<file path="src/rtl/uart_rx_fifo.sv">
// UART 8N1 receiver that feeds a small byte FIFO, drained by word reads over a valid/ready bus.
// The response arrives 1 cycle after the request. There is no backpressure: a byte that arrives while the FIFO is full is dropped and the overrun flag is set.
module uart_rx_fifo #(
    parameter int clks_per_bit = 216,
    parameter int fifo_depth   = 4
) (
    input  logic        clock,
    input  logic        reset,
    input  logic        uart_rx,
    input  logic        uart_valid,
    input  logic [3:0]  uart_wstrb,
    output logic [31:0] uart_rdata,
    output logic        uart_ready,
    output logic        uart_irq
);

    localparam int cnt_w  = $clog2(clks_per_bit + 1);
    localparam int addr_w = $clog2(fifo_depth);
    localparam logic [cnt_w-1:0] bit_end   = cnt_w'(clks_per_bit);
    localparam logic [cnt_w-1:0] start_mid = cnt_w'(clks_per_bit / 2);

    typedef enum logic [1:0] {IDLE, START, DATA, STOP} state_t;

    state_t            state, state_nx;
    logic [cnt_w-1:0]  cnt, cnt_nx;
    logic [2:0]        bit_idx, bit_idx_nx;
    logic [7:0]        shift, shift_nx;
    logic              push, frame_err;
    logic              rx_meta, rxs;

    logic [7:0]        mem [fifo_depth];
    logic [addr_w:0]   wptr, rptr;
    logic              empty, full, rd_req, pop, push_ok, overrun_evt;
    logic              fe_flag, ov_flag;
    logic [7:0]        head;

    always_ff @(posedge clock) begin
        if (reset) begin
            rx_meta <= 1'b1;
            rxs     <= 1'b1;
        end else begin
            rx_meta <= uart_rx;
            rxs     <= rx_meta;
        end
    end

    always_ff @(posedge clock) begin
        if (reset) begin
            state   <= IDLE;
            cnt     <= '0;
            bit_idx <= '0;
            shift   <= '0;
        end else begin
            state   <= state_nx;
            cnt     <= cnt_nx;
            bit_idx <= bit_idx_nx;
            shift   <= shift_nx;
        end
    end

    always_comb begin
        state_nx   = state;
        cnt_nx     = cnt + 1'b1;
        bit_idx_nx = bit_idx;
        shift_nx   = shift;
        push       = 1'b0;
        frame_err  = 1'b0;
        case (state)
            IDLE: begin
                cnt_nx = '0;
                if (!rxs) state_nx = START;
            end
            START: begin
                // Re-check the start bit mid-way to reject short glitches.
                if (cnt == start_mid) begin
                    cnt_nx     = '0;
                    bit_idx_nx = '0;
                    state_nx   = rxs ? IDLE : DATA;
                end
            end
            DATA: begin
                if (cnt == bit_end) begin
                    cnt_nx            = '0;
                    shift_nx[bit_idx] = rxs;
                    if (bit_idx == 3'd7) state_nx = STOP;
                    else                 bit_idx_nx = bit_idx + 1'b1;
                end
            end
            STOP: begin
                if (cnt == bit_end) begin
                    cnt_nx    = '0;
                    state_nx  = IDLE;
                    push      = rxs;
                    frame_err = ~rxs;
                end
            end
            default: begin
                cnt_nx   = '0;
                state_nx = IDLE;
            end
        endcase
    end

    assign empty  = (wptr == rptr);
    assign full   = (wptr[addr_w] != rptr[addr_w]) &&
                    (wptr[addr_w-1:0] == rptr[addr_w-1:0]);
    assign head   = mem[rptr[addr_w-1:0]];
    assign rd_req = uart_valid && (uart_wstrb == 4'd0);
    assign pop    = rd_req && !empty;
    // A pop in the same cycle frees the slot, so a push into a full FIFO still lands.
    assign push_ok     = push && (!full || pop);
    assign overrun_evt = push && full && !pop;

    always_ff @(posedge clock) begin
        if (!reset && push_ok) mem[wptr[addr_w-1:0]] <= shift;
    end

    always_ff @(posedge clock) begin
        if (reset) begin
            wptr       <= '0;
            rptr       <= '0;
            fe_flag    <= 1'b0;
            ov_flag    <= 1'b0;
            uart_ready <= 1'b0;
            uart_rdata <= '0;
            uart_irq   <= 1'b0;
        end else begin
            if (push_ok) wptr <= wptr + 1'b1;
            if (pop)     rptr <= rptr + 1'b1;
            fe_flag    <= frame_err   | (fe_flag & ~rd_req);
            ov_flag    <= overrun_evt | (ov_flag & ~rd_req);
            uart_ready <= uart_valid;
            if (uart_valid) begin
                uart_rdata <= rd_req ? {21'd0, ov_flag, fe_flag, ~empty, (empty ? 8'h00 : head)}
                                     : 32'd0;
            end
            uart_irq   <= ~empty;
        end
    end

endmodule

</file>
<file path="config.mk">
export PLATFORM = sky130hd
export DESIGN_NAME = uart_rx_fifo
export DESIGN_NICKNAME = d
export VERILOG_FILES = /design/src/rtl/uart_rx_fifo.sv
export SDC_FILE = /design/constraint.sdc
export NUM_CORES = 1
export LEC_CHECK = 0
export ABC_AREA = 1
export CELL_PAD_IN_SITES_DETAIL_PLACEMENT = 1
export CELL_PAD_IN_SITES_GLOBAL_PLACEMENT = 2
export CORE_UTILIZATION = 37
export CTS_BUF_LIST = sky130_fd_sc_hd__clkbuf_8 sky130_fd_sc_hd__clkbuf_16
export CTS_CLUSTER_DIAMETER = 60
export CTS_CLUSTER_SIZE = 25
export DETAILED_ROUTE_END_ITERATION = 12
export GPL_TIMING_DRIVEN = 0
export HOLD_SLACK_MARGIN = 0.03
export MAX_ROUTING_LAYER = met4
export PLACE_DENSITY = 0.94
export SKIP_LAST_GASP = 1
export SLEW_MARGIN = 30
export SYNTH_ARGS = -nofsm -noshare
export SYNTH_HDL_FRONTEND = slang
export SYNTH_SLANG_ARGS = --single-unit
</file>
<file path="constraint.sdc">
create_clock -name clock -period 5.4 [get_ports clock]
set_clock_uncertainty 0.1 [all_clocks]
set_input_delay 1.08 -clock clock [delete_from_list [all_inputs] [get_ports clock]]
set_output_delay 1.08 -clock clock [all_outputs]
set_load 0.005 [all_outputs]
</file>
# Yosys cells after proc, flatten, opt, wreduce, memory -nomap -nowiden
# Memories as Yosys holds them, arrays and structs flattened. A register that Yosys moved wholly into a read port is not among the register bits.
# Index checks and enable logic that the tools add are counted.
# totals
ff_bits	65
mem_bits_rw	32
input_bits	8
out_inout_bits	34
memories	1
# mem_list
memory	depth	width	rd	rd_clocked_by_memory_dff	wr	line_no	source
mem	4	8	1	1	1	31	logic [7:0] mem [fifo_depth];
# op_classes
addsub	4
magnitude_cmp	2
eq_ne	15
n_mux	27
bitwise_logic	7
reduce_logical	20
# ops
cell	count
8-bit two-way mux	3
8-bit case mux with 3 select lines	1
2-bit two-way mux	8
2-bit != test, second input constant	6
11-bit two-way mux	1
3-bit by 1-bit adder with 3-bit output, second input constant	3
3-bit two-way mux	3
8-bit by 1-bit adder with 8-bit output, second input constant	1
8-bit bitwise mux	1
8-bit by 7-bit == test with 1-bit output, second input constant	1
8-bit == test, second input constant	1
1-bit logical AND	8
2-bit case mux with 4 select lines	1
1-bit two-way mux	7
3-bit case mux with 2 select lines	1
5-bit AND reduction	1
2-bit == test, second input constant	2
1-bit logical NOT	4
4-bit logical NOT	1
3-bit by 4-bit less-than comparator with 1-bit output, second input constant	1
4-bit AND reduction	1
1-bit demux with 3-bit select	1
3-bit == test	1
3-bit == test, second input constant	1
other kinds (12)	16

# Depth between registers and ports, before layout
# logic_depth
ltp_word	8
mapped_depth	13

# Worst setup path before layout
# No wires, ideal clock.
# synth_path
path_type	input-to-reg
start	in uart_wstrb[2]
end	mem mem[0][0] (enable)
arrival_ns	2.085
required_ns	4.929
path_slack_ns	2.844
path_stages	7
n_path_buf	0
path_cell_list	nor3_1 > nand3_1 > nand2_1 > nand2_1 > inv_2 > nand2_2 > nor2_1
# synth_between
elab_chain_len	8
# synth_lines
element	line_no	source
from (decl)	11	input logic [3:0] uart_wstrb,
4-bit logical NOT	108	assign rd_req = uart_valid && (uart_wstrb == 4'd0);
1-bit logical AND	108	
1-bit logical AND	109	assign pop = rd_req && !empty;
1-bit logical OR	111	assign push_ok = push && (!full || pop);
1-bit logical AND	111	
1-bit logical AND	115	if (!reset && push_ok) mem[wptr[addr_w-1:0]] <= shift;
1-bit two-way mux	115	
1-bit two-way mux (not written as such)	115	
to (decl)	31	
# No other way between the ends.

# Final worst setup path
# layout_path
start	in uart_wstrb[2]
end	mem mem[1][3] (enable)
# The elaborated chain is that of the path after synthesis.

==> key figures <==
Outcome
  • Run status: complete, no violations

STA
  • Endpoints failing hold: 0
  • Achievable frequency: 329 MHz
  • RSZ-0062 raised after global routing: false
  • Slew margin rel.: 45.2%
  • Setup TNS: 0 ps
  • Slew @ Worst Pin: 819 ps
  • Fin crit period: 3040 ps
  • Fin crit share: a little under three fifths
  • Setup-failing EPs final: 0
  • Final Max Slew Viols: 0

Drt
  • DRC Markers: 0
  • Post-DR vias/cell: ~4.7
  • Drt first pass iters: 4
  • Detailed Route Iter0 Violations: 68
  • Vias: approximately 2600
  • DRT Wirelength: ~7300 µm
  • WL/cell: 13.4 µm
  • Post-DRT Antenna Nets: 0

Clock network
  • Clock Root Buffer: clkbuf_8
  • Post-CTS sizing: 0
  • Cts hold-fix bufs: 0
  • Post-CTS Repair Setup Buffers: 0
  • Clock insertion delay at the later pin of the skew report: 350 ps
  • CTS clk-pin slew, worst paths: 80 ps
  • CTS tree: done
  • CTS buffer count: 9
  • H-tree levels: 3
  • Maximum clock path buffer count: 2
  • CTS sink cnt: 78

Global routing
  • Total GRT Usage: 16.7%
  • GRT Residual Overflow: 0
  • Largest net degree at the start of global routing: 15
  • Antenna violations before repair: 0
  • First-pass GRT wire length: 12100 µm
  • Vias in the first global route: 2678

Layout
  • Commonest non-fill, non-tap cell in the layout: nor2_1
  • Layout area overhead: 17.9%
  • Most frequent cells in the layout: nor2_1 (65), nand2_1 (64), dfxtp_1 (46)
  • Seq. cell area: 1880 µm²
  • Area taken by multi-input logic gates: roughly 1400 µm²
  • Ratio of cells with drive above 1 in the final layout: 17.6%
  • Final core utilization: 45.0%
  • Antenna cell count: 0
  • FILL cells: 1094
  • Layout net count: 450

Yosys
  • Post-Syn Area per Cell: 9.16 µm²
  • Synth top area share: 27.4%
  • Netlist Area Pre-Place: about 3500 µm²
  • Ranking of synthesized cells by area: edfxtp_1 (27%), dfxtp_1 (26%), nor2_1 (7.0%)
  • Distinct cell type count of the synthesized netlist: 33
  • Synth warnings: 0
  • Cell count after synthesis: 383
  • Synth Flop Type: dfxtp_1
  • Asr flop ratio synth: 0%
  • Synth area leader: edfxtp_1
  • FF+latch count, synth: 78
  • Number of synthesized flops with an enable pin: 32
  • Seq/Total Area, Yosys: 53.7%

Hold path
  • Hold Crit Class: flop to flop
  • Hold Startpoint: rx_meta
  • Hold Path Depth: 1

Setup path
  • CP Capture Type: flop
  • Startpoint types: input port
  • Crit path DAT: 2920 ps
  • Worst endpoint required time: 5280 ps
  • Worst reg2reg path depth: 7
  • FF-to-FF Start: rxs
  • Worst Setup SP: uart_wstrb[2]
  • Type of the worst setup path: input port to flop
  • Worst-path fanout max: 8

Floorplan
  • FP Rows: 35
  • # IOs: 42
  • CORE AREA: around 9000 µm²
  • Die area: 9870 µm²
  • Effective utilization at floorplan: 38.1%
  • Die width: 99.4 µm
  • Chip height: 99.4 µm

Pwr
  • Leak pwr: 1.66 nW
  • Peak VDD IR: between 0.15 and 0.2 mV
  • PwrDens: 288 nW/µm²

Placement
  • IO buf count: 19
  • Routability cong.: 0.847
  • DP HPWL: 5300 µm

Run
  • Max-Cap Viols: 0
-- through the flow --
stage | setup slack (ps) | instances | power (mW) | hold slack [ps] | instance area, µm²
6_report | 2360 | 549 | 1.19 | 311 | 4140
3_3_place_gp | 2020 | 533 | 0.724 | 296 | 3910
4_1_cts | 2330 | 549 | 1.21 | 313 | 4140
5_1_grt | 2220 | 549 | 1.24 | 334 | 4140
2_1_floorplan | 2840 | 403 | 0.706 | 289 | 3580
3_5_place_dp | 1930 | 533 | 0.728 | 297 | 3910
-- sequential cells by signal, summed over array words and instances, names as in the netlist, named ones only --
name        count
bit_idx         3
cnt             8
fe_flag         1
mem            32
ov_flag         1
rptr            3
rx_meta         1
rxs             1
shift           8
state           1
uart_irq        1
uart_rdata     11
uart_ready      1
wptr            3
-- final cells by class --
class | instances | share of cell area, %
Clock buffer | 11 | 3.93
Tap cell | 111 | 3.36
Timing Repair Buffer | 19 | 4.60
Multi-Input combinational cell | 258 | 32.7
Inverter | 35 | 3.24
Clock inverter | 5 | 1.48
Sequential cell | 78 | 45.5
Buffer | 32 | 5.17
-- where the power goes --
group | switching [mW] | internal [mW] | total, mW | leakage, nW
logic | 0.0538 | 0.0345 | 0.0882 | 0.840
registers | 0.0109 | 0.616 | 0.626 | 0.706
clock network | 0.217 | 0.257 | 0.474 | 0.115
-- critical path, stage by stage --
cell             delay, ps
clkdlybuf4s50_1        400
nor3_1                 200
nand3_1                200
nand2_1                180
nand2_1                 80
inv_2                   80
nand2_2                 60
nor2_1                 630
-- cells in the mapped netlist (all sizes together) (5+ instances only) --
cell and instances:
ha 9, buf 26, nor3 12, o32ai 8, nand3 13, a21oi 21
nand2 72, clkbuf 6, dfxtp 46, inv 34, xnor2 5, o21ai 17
nor2 70, edfxtp 32
-- path summary, 6_finish.rpt --
kind	end	slack (ps)
min reg2reg	rxs	310
max reg2reg	mem[1][3]	3000
max	mem[1][3]	2360
min	rxs	310
-- kinds of logic after synthesis --
family	synth area share [%]
simple gates	22.3
flops	53.7
buf+inv	9.92
compound gates	8.60
xor+xnor	2.25
fa+ha+maj	3.21
other cells	0.107
-- layer usage --
metal / up-vias / share of wire, % / global-route usage [%]
li1: 1305 / - / -
met1: 1220 / 41 / 16.3
met2: 53 / 53 / 30.3
met3: 13 / 3.9 / 5.20
met4: 0 / 1.9 / 7.35
met5: - / 0 / -
(Power assumes the default switching activity.)
